[config.mk]
export PLATFORM = sky130hd
export DESIGN_NAME = key_voice_alloc
export DESIGN_NICKNAME = d
export VERILOG_FILES = /design/src/rtl/synth_key_pkg.sv /design/src/rtl/key_note_map.sv /design/src/rtl/key_voice_alloc.sv
export SDC_FILE = /design/constraint.sdc
export NUM_CORES = 1
export LEC_CHECK = 0
export CORE_ASPECT_RATIO = 1.1
export CORE_MARGIN = 1
export CORE_UTILIZATION = 69
export DETAILED_ROUTE_END_ITERATION = 6
export DONT_BUFFER_PORTS = 1
export PLACE_DENSITY = 0.95
export SYNTH_ARGS = -nofsm -noshare
export SYNTH_HDL_FRONTEND = slang
export SYNTH_SLANG_ARGS = --single-unit
[constraint.sdc]
create_clock -name clk -period 6.5 [get_ports clk]
set_input_delay 1.3 -clock clk [delete_from_list [all_inputs] [get_ports clk]]
set_output_delay 1.3 -clock clk [all_outputs]
set_load 0.02 [all_outputs]
[src/rtl/synth_key_pkg.sv]
// Shared constants and types for the keyboard front end: note names,
// PS/2 set-2 prefix bytes, parser states and the key lookup table.
package synth_key_pkg;

    localparam logic [3:0] NOTE_C  = 4'd0;
    localparam logic [3:0] NOTE_CS = 4'd1;
    localparam logic [3:0] NOTE_D  = 4'd2;
    localparam logic [3:0] NOTE_DS = 4'd3;
    localparam logic [3:0] NOTE_E  = 4'd4;
    localparam logic [3:0] NOTE_F  = 4'd5;
    localparam logic [3:0] NOTE_FS = 4'd6;
    localparam logic [3:0] NOTE_G  = 4'd7;
    localparam logic [3:0] NOTE_GS = 4'd8;
    localparam logic [3:0] NOTE_A  = 4'd9;
    localparam logic [3:0] NOTE_AS = 4'd10;
    localparam logic [3:0] NOTE_B  = 4'd11;

    localparam logic [6:0] NOTE_NONE = 7'h7F;
    localparam int         NOTE_MAX  = 107;

    localparam logic [7:0] SC_BREAK = 8'hF0;
    localparam logic [7:0] SC_EXT   = 8'hE0;

    typedef enum logic [1:0] {
        PS_IDLE,
        PS_BREAK,
        PS_EXT,
        PS_EXT_BREAK
    } parse_state_t;

    typedef struct packed {
        logic              hit;
        logic [3:0]        semi;
        logic signed [2:0] oct;
    } key_info_t;

    function automatic key_info_t ki(input logic [3:0] s, input int o);
        key_info_t k;
        k.hit  = 1'b1;
        k.semi = s;
        k.oct  = 3'(o);
        return k;
    endfunction

    // Two-row tracker layout; ",L.;/" continue the Z row one octave lower
    function automatic key_info_t key_info(input logic [7:0] code);
        key_info_t k;
        k = '{hit: 1'b0, semi: NOTE_C, oct: 3'sd0};
        case (code)
            8'h15: k = ki(NOTE_C, 0);
            8'h1E: k = ki(NOTE_CS, 0);
            8'h1D: k = ki(NOTE_D, 0);
            8'h26: k = ki(NOTE_DS, 0);
            8'h24: k = ki(NOTE_E, 0);
            8'h2D: k = ki(NOTE_F, 0);
            8'h2E: k = ki(NOTE_FS, 0);
            8'h2C: k = ki(NOTE_G, 0);
            8'h36: k = ki(NOTE_GS, 0);
            8'h35: k = ki(NOTE_A, 0);
            8'h3D: k = ki(NOTE_AS, 0);
            8'h3C: k = ki(NOTE_B, 0);
            8'h43: k = ki(NOTE_C, 1);
            8'h46: k = ki(NOTE_CS, 1);
            8'h44: k = ki(NOTE_D, 1);
            8'h45: k = ki(NOTE_DS, 1);
            8'h4D: k = ki(NOTE_E, 1);
            8'h54: k = ki(NOTE_F, 1);
            8'h55: k = ki(NOTE_FS, 1);
            8'h5B: k = ki(NOTE_G, 1);
            8'h1A: k = ki(NOTE_C, -1);
            8'h1B: k = ki(NOTE_CS, -1);
            8'h22: k = ki(NOTE_D, -1);
            8'h23: k = ki(NOTE_DS, -1);
            8'h21: k = ki(NOTE_E, -1);
            8'h2A: k = ki(NOTE_F, -1);
            8'h34: k = ki(NOTE_FS, -1);
            8'h32: k = ki(NOTE_G, -1);
            8'h33: k = ki(NOTE_GS, -1);
            8'h31: k = ki(NOTE_A, -1);
            8'h3B: k = ki(NOTE_AS, -1);
            8'h3A: k = ki(NOTE_B, -1);
            8'h41: k = ki(NOTE_C, -2);
            8'h4B: k = ki(NOTE_CS, -2);
            8'h49: k = ki(NOTE_D, -2);
            8'h4C: k = ki(NOTE_DS, -2);
            8'h4A: k = ki(NOTE_E, -2);
            default: k = '{hit: 1'b0, semi: NOTE_C, oct: 3'sd0};
        endcase
        return k;
    endfunction

endpackage

[src/rtl/key_note_map.sv]
// Combinational scan-code to note lookup with octave arithmetic and
// range qualification (hit=0 for unmapped keys or notes beyond 0..107).
module key_note_map
    import synth_key_pkg::*;
#(
    parameter int NOTE_W   = 7,
    parameter int OCT_BIAS = 2
) (
    input  logic [7:0]        key_code,
    input  logic [2:0]        octave,
    output logic [NOTE_W-1:0] note,
    output logic              hit
);

    localparam logic signed [7:0] BIAS = 8'(OCT_BIAS);
    localparam logic signed [7:0] NMAX = 8'(NOTE_MAX);

    key_info_t         kinfo;
    logic signed [7:0] oct_sum;
    logic signed [7:0] n;

    always_comb begin
        kinfo   = key_info(key_code);
        oct_sum = $signed({5'b0, octave}) + BIAS
                + $signed({{5{kinfo.oct[2]}}, kinfo.oct});
        n       = $signed({4'b0, kinfo.semi}) + oct_sum * 8'sd12;
        hit     = kinfo.hit && (n >= 8'sd0) && (n <= NMAX);
        note    = hit ? NOTE_W'(n[6:0]) : NOTE_W'(NOTE_NONE);
    end

endmodule

[src/rtl/key_voice_alloc.sv]
// PS/2 make/break parser and polyphonic voice allocator.
// Build with VOICE_STEAL_EN to steal the oldest voice when all are held.
module key_voice_alloc
    import synth_key_pkg::*;
#(
    parameter int NUM_VOICES = 4,
    parameter int NOTE_W     = 7,
    parameter int OCT_BIAS   = 2,
    localparam int VW = (NUM_VOICES > 1) ? $clog2(NUM_VOICES) : 1
) (
    input  logic                         clk,
    input  logic                         reset,
    input  logic [7:0]                   scan_code,
    input  logic                         scan_valid,
    input  logic [2:0]                   GLOBAL_octave,
    input  logic                         panic,
    output logic [NUM_VOICES-1:0]        voice_active,
    output logic [NUM_VOICES*NOTE_W-1:0] voice_note,
    output logic                         evt_valid,
    output logic                         evt_on,
    output logic [VW-1:0]                evt_voice
);

    parse_state_t state_q, state_d;
    logic         do_make, do_break;

    logic [NUM_VOICES-1:0] active_q;
    logic [NOTE_W-1:0]     note_q [NUM_VOICES];
    logic [7:0]            key_q  [NUM_VOICES];

    logic [NOTE_W-1:0]     map_note;
    logic                  map_hit;
    logic [NUM_VOICES-1:0] match;
    logic                  any_free;
    logic [VW-1:0]         free_idx, brk_idx, victim, alloc_idx;
    logic                  alloc_ok;

    key_note_map #(
        .NOTE_W   (NOTE_W),
        .OCT_BIAS (OCT_BIAS)
    ) u_map (
        .key_code (scan_code),
        .octave   (GLOBAL_octave),
        .note     (map_note),
        .hit      (map_hit)
    );

    always_ff @(posedge clk or posedge reset) begin
        if (reset) state_q <= PS_IDLE;
        else       state_q <= state_d;
    end

    always_comb begin
        state_d  = state_q;
        do_make  = 1'b0;
        do_break = 1'b0;
        if (scan_valid) begin
            unique case (state_q)
                PS_IDLE: begin
                    if (scan_code == SC_BREAK)    state_d = PS_BREAK;
                    else if (scan_code == SC_EXT) state_d = PS_EXT;
                    else                          do_make = 1'b1;
                end
                PS_BREAK: begin
                    do_break = 1'b1;
                    state_d  = PS_IDLE;
                end
                PS_EXT: begin
                    state_d = (scan_code == SC_BREAK) ? PS_EXT_BREAK
                                                      : PS_IDLE;
                end
                PS_EXT_BREAK: state_d = PS_IDLE;
                default:      state_d = PS_IDLE;
            endcase
        end
        if (panic) begin
            state_d  = PS_IDLE;
            do_make  = 1'b0;
            do_break = 1'b0;
        end
    end

`ifdef VOICE_STEAL_EN
    localparam logic [VW-1:0] RMAX = {VW{1'b1}};
    logic [VW-1:0] rank_q [NUM_VOICES];
    logic [VW-1:0] best;
    localparam logic CAN_STEAL = 1'b1;

    // Strict compare keeps the lowest index on equal ranks
    always_comb begin
        victim = '0;
        best   = '0;
        for (int i = 0; i < NUM_VOICES; i++) begin
            if (rank_q[i] > best) begin
                best   = rank_q[i];
                victim = VW'(i);
            end
        end
    end

    always_ff @(posedge clk or posedge reset) begin
        if (reset) begin
            for (int i = 0; i < NUM_VOICES; i++) rank_q[i] <= '0;
        end else if (!panic && alloc_ok) begin
            for (int i = 0; i < NUM_VOICES; i++) begin
                if (i == int'(alloc_idx))
                    rank_q[i] <= '0;
                else if (active_q[i] && rank_q[i] != RMAX)
                    rank_q[i] <= rank_q[i] + 1'b1;
            end
        end
    end
`else
    localparam logic CAN_STEAL = 1'b0;
    assign victim = '0;
`endif

    always_comb begin
        free_idx = '0;
        brk_idx  = '0;
        match    = '0;
        for (int i = NUM_VOICES - 1; i >= 0; i--) begin
            match[i] = active_q[i] && (key_q[i] == scan_code);
            if (!active_q[i]) free_idx = VW'(i);
            if (match[i])     brk_idx  = VW'(i);
        end
        any_free  = ~&active_q;
        alloc_idx = any_free ? free_idx : victim;
        alloc_ok  = do_make && map_hit && !(|match)
                  && (any_free || CAN_STEAL);
    end

    always_ff @(posedge clk or posedge reset) begin
        if (reset) begin
            active_q  <= '0;
            evt_valid <= 1'b0;
            evt_on    <= 1'b0;
            evt_voice <= '0;
            for (int i = 0; i < NUM_VOICES; i++) begin
                note_q[i] <= NOTE_W'(NOTE_NONE);
                key_q[i]  <= 8'h00;
            end
        end else begin
            evt_valid <= 1'b0;
            if (panic) begin
                active_q <= '0;
                for (int i = 0; i < NUM_VOICES; i++)
                    note_q[i] <= NOTE_W'(NOTE_NONE);
            end else if (alloc_ok) begin
                active_q[alloc_idx] <= 1'b1;
                note_q[alloc_idx]   <= map_note;
                key_q[alloc_idx]    <= scan_code;
                evt_valid           <= 1'b1;
                evt_on              <= 1'b1;
                evt_voice           <= alloc_idx;
            end else if (do_break && |match) begin
                for (int i = 0; i < NUM_VOICES; i++) begin
                    if (match[i]) begin
                        active_q[i] <= 1'b0;
                        note_q[i]   <= NOTE_W'(NOTE_NONE);
                    end
                end
                evt_valid <= 1'b1;
                evt_on    <= 1'b0;
                evt_voice <= brk_idx;
            end
        end
    end

    assign voice_active = active_q;

    for (genvar g = 0; g < NUM_VOICES; g++) begin : g_note
        assign voice_note[g*NOTE_W +: NOTE_W] = note_q[g];
    end

endmodule

==> impl_metrics.yaml <==
finish:
  final_cell_area_sq_um: 5075
  area_growth_pct: 6.401
  drive_above_1_share: 0.1858
  n_fill_cell: 417
  final_cell_mix: "o21ai_0 (63), dfrtp_1 (42), a21oi_1 (34)"
  nNetsFinal: 558
  layout_commonest_cell: "o21ai_0"
  diodes: 0
worst_setup_path:
  crit_path_end_kind: "flip-flop"
  slowest_delay_ns: 0.55
  setup.worst_path.start_class: "primary input"
  cp_slowest_cell: "fa_1"
  critical_path.max_fanout: 49
  path_cells: "inv_1 > ha_1 > nand2_1 > o21ai_0 > a22o_1 > a211oi_4 > nor2_1 > ha_1 > fa_2 > xor2_2 > ha_1 > ha_1 > fa_1 > nand3b_1 > xnor2_2 > a21oi_1 > a221oi_2 > nand4_2 > buf_6 > nor3_2 > buf_4 > mux2_2"
  cp.required_ns: 6.74
  path_buf_inv: 3
  arrival_ns: 6.45
  worst-r2r-cell-count: 6
  critical_path.top_delay_family: "adder cells"
  cp_common_cell: "ha_1"
  cp.depth: 22
  worstSetupPathType: "primary input to flip-flop"
clocking:
  path_clk_slew_ns: 0.09
  cts_tree: "built"
  cts.sinks: 70
  cts-root-buf: "clkbuf_8"
  clockBufferDepth: 2
  clock_latency_ns: 0.36
  htree_levels: 3
  numCtsBuffers: 9
synthesis:
  synth_fp_nets: 563
  async_reset_ff_frac: 1.000
  synthMuxAreaShare: 0.05010
  syn_inst: 522
  synth_seq_cells: 70
  synth_compound_area_frac: 0.2044
  synth_flop_cell: "dfrtp_1"
  synthAdderAreaFrac: 0.07293
  seq_area_frac_synth: 0.3746
  yosys.area_share.simple: 0.1663
  ys_warn_count: 0
  synth_edf_count: 0
  synth_xor_area_frac: 0.07949
  synth_cell_types: 63
  syn_area_per_cell_sq_um: 9.137
  syn-cell-area_sq_um: 4770
  synth_top_family_by_area: "compound AO/OA/AOI/OAI gates"
min_path:
  min_path_type: "flip-flop to flip-flop"
  whs_path_depth: 1
route:
  ant_nets: 0
  num_vias: 4287
  post_drt_wl_per_cell_microns: 20.42
  drt-vias-per-instance: 7.098
  drtIter0Drc: 466
  drt_first_pass_iters: 6
  wirelength_microns: 12330
  drcViolationCount: 0
grt:
  grt_pass1_wl_microns: 19320
  grt_antenna_before_repair: 0
  first_global_vias: 3987
  grt_max_degree: 71
  grt_util_all_layers: 0.3593
  overflow: 0
placed_design:
  place_congestion: 0.9774
  dp_worst_setup_slack_ns: -0.1051
  io_buffers: 0
  placed_cell_area_sq_um: 4847
  dp_hpwl_microns: 8486
job:
  cap_violations: 0
sta:
  timing_hold_violations_final: 0
  finalMaxSlewViolations: 0
  fin_skew_ns: 0.01492
  fmax_mhz: 161.1
  report.final.setup_viol: 0
  period_minus_slack_ns: 6.208
  finalCritPeriodShare: 0.9551
  whs_ns: 0.5112
  finalWorstSetupSlack_ns: 0.2918
  worst_slew_pin_slew_ns: 0.9927
  maxSlewHeadroom: 0.3295
power:
  p_sw_uw: 472.2
  seqPwrFrac: 0.422
  finalPower_uw: 1276
  swShare: 0.3701
  vdd_drop_max_uv: 184.2
  p_leak_uw: 0.002046
  power_density_nw_per_um2: 251.4
  power.share.clock: 0.266
  p_int_uw: 803.8
  p_comb_frac: 0.313
floorplanning:
  core_sq_um: 6633
  dieArea_sq_um: 7249
  initial_core_util: 0.7191
  die_w_microns: 81.27
  rows: 31
  ioPinCount: 51
  die_h_microns: 89.20
status:
  outcome: "complete, no violations"
[worst paths after layout]
| kind | startpoint | endpoint | slack [ns] |
|---|---|---|---|
| hold / removal | key_q[23]$_DFFE_PP0P_ | key_q[23]$_DFFE_PP0P_ | 0.51 |
| hold reg to reg | key_q[23]$_DFFE_PP0P_ | key_q[23]$_DFFE_PP0P_ | 0.51 |
| setup reg to reg | voice_active[0]$_DFFE_PP0P_ | key_q[20]$_DFFE_PP0P_ | 3.54 |
| min in group asynchronous | reset | evt_valid$_DFF_PP0_ | 1.08 |
| max in group asynchronous | reset | key_q[3]$_DFFE_PP0P_ | 4.86 |
| setup / recovery | scan_code[1] | key_q[25]$_DFFE_PP0P_ | 0.29 |
[power groups by stage]
stage               Clock, uW  Combinational [uW]  Sequential (uW)
CTS                       340                 380              538
global route              357                 434              544
finish                    339                 399              538
floorplan                   0                 296              536
detailed placement          0                 376              546
global placement            0                 361              542
[synth_stat cells (3+ instances only)]
library cell,instances,share of area
o21ai_0,63,0.066
dfrtp_1,42,0.22
a21oi_1,34,0.036
xnor2_1,31,0.057
nand2_1,29,0.023
dfstp_2,28,0.15
nor3_1,28,0.029
nor2_1,25,0.020
ha_1,23,0.060
clkbuf_1,20,0.016
inv_1,18,0.014
nand3_1,17,0.018
mux2_2,15,0.035
nor4_1,14,0.018
a31oi_1,10,0.013
buf_2,10,0.010
o41ai_1,10,0.018
o211ai_1,9,0.014
or4_1,7,0.011
and2_1,6,0.0079
xor2_1,6,0.011
a21o_1,5,0.0079
nor2b_1,5,0.0066
mux2i_1,4,0.0084
nand4_1,4,0.0052
a21boi_1,3,0.0047
buf_1,3,0.0024
buf_6,3,0.0071
fa_1,3,0.013
nand2b_1,3,0.0039
[area by class of cell]
| type | instances | area (sq um) | area share |
|---|---|---|---|
| multi-input cells | 396 | 2768 | 0.5454 |
| clock buffers | 9 | 123.9 | 0.02441 |
| repair buffers | 21 | 161.4 | 0.03180 |
| clock inverters | 7 | 61.31 | 0.01208 |
| inverters | 19 | 71.32 | 0.01405 |
| well taps | 82 | 102.6 | 0.02022 |
| flip-flops and latches | 70 | 1787 | 0.3521 |
[routing by layer]
| layer | track usage | routed length [microns] |
|---|---|---|
| met5 | 0 | 0 |
| met2 | 0.5667 | 5715 |
| met4 | 0.2078 | 582 |
| met3 | 0.08776 | 1361 |
| met1 | 0.4485 | 4672 |
[what timing repair did]
action / 4_1_cts / 5_1_grt
hold buffers: 0 / 0
setup endpoints to repair: 0 / 9
setup buffers: 0 / 2
resized for setup: 0 / 5
[metrics by stage]
step	utilization	TNS, ns	instances
4_1_cts	0.7587	0	602
3_5_place_dp	0.7308	-0.8063	586
3_3_place_gp	0.7308	0	586
6_report	0.7651	0	604
2_1_floorplan	-	0	522
5_1_grt	0.7651	-0.2342	604
[cells by family after synthesis]
| group | after synthesis |
|---|---|
| AOI/OAI and AO/OA | 158 |
| xor gates and xnor gates | 40 |
| DFF | 70 |
| muxes | 21 |
| adders and majority gates | 26 |
| and+or+nand+nor | 151 |
| buffers and inverters | 56 |
[sequential cells by signal, indices dropped and copies added (netlist names)]
signal,count
key_q,32
voice_note,28
voice_active,4
evt_voice,2
state_q,2
evt_on,1
evt_valid,1
No activity file was read; power rests on OpenSTA's default activity.
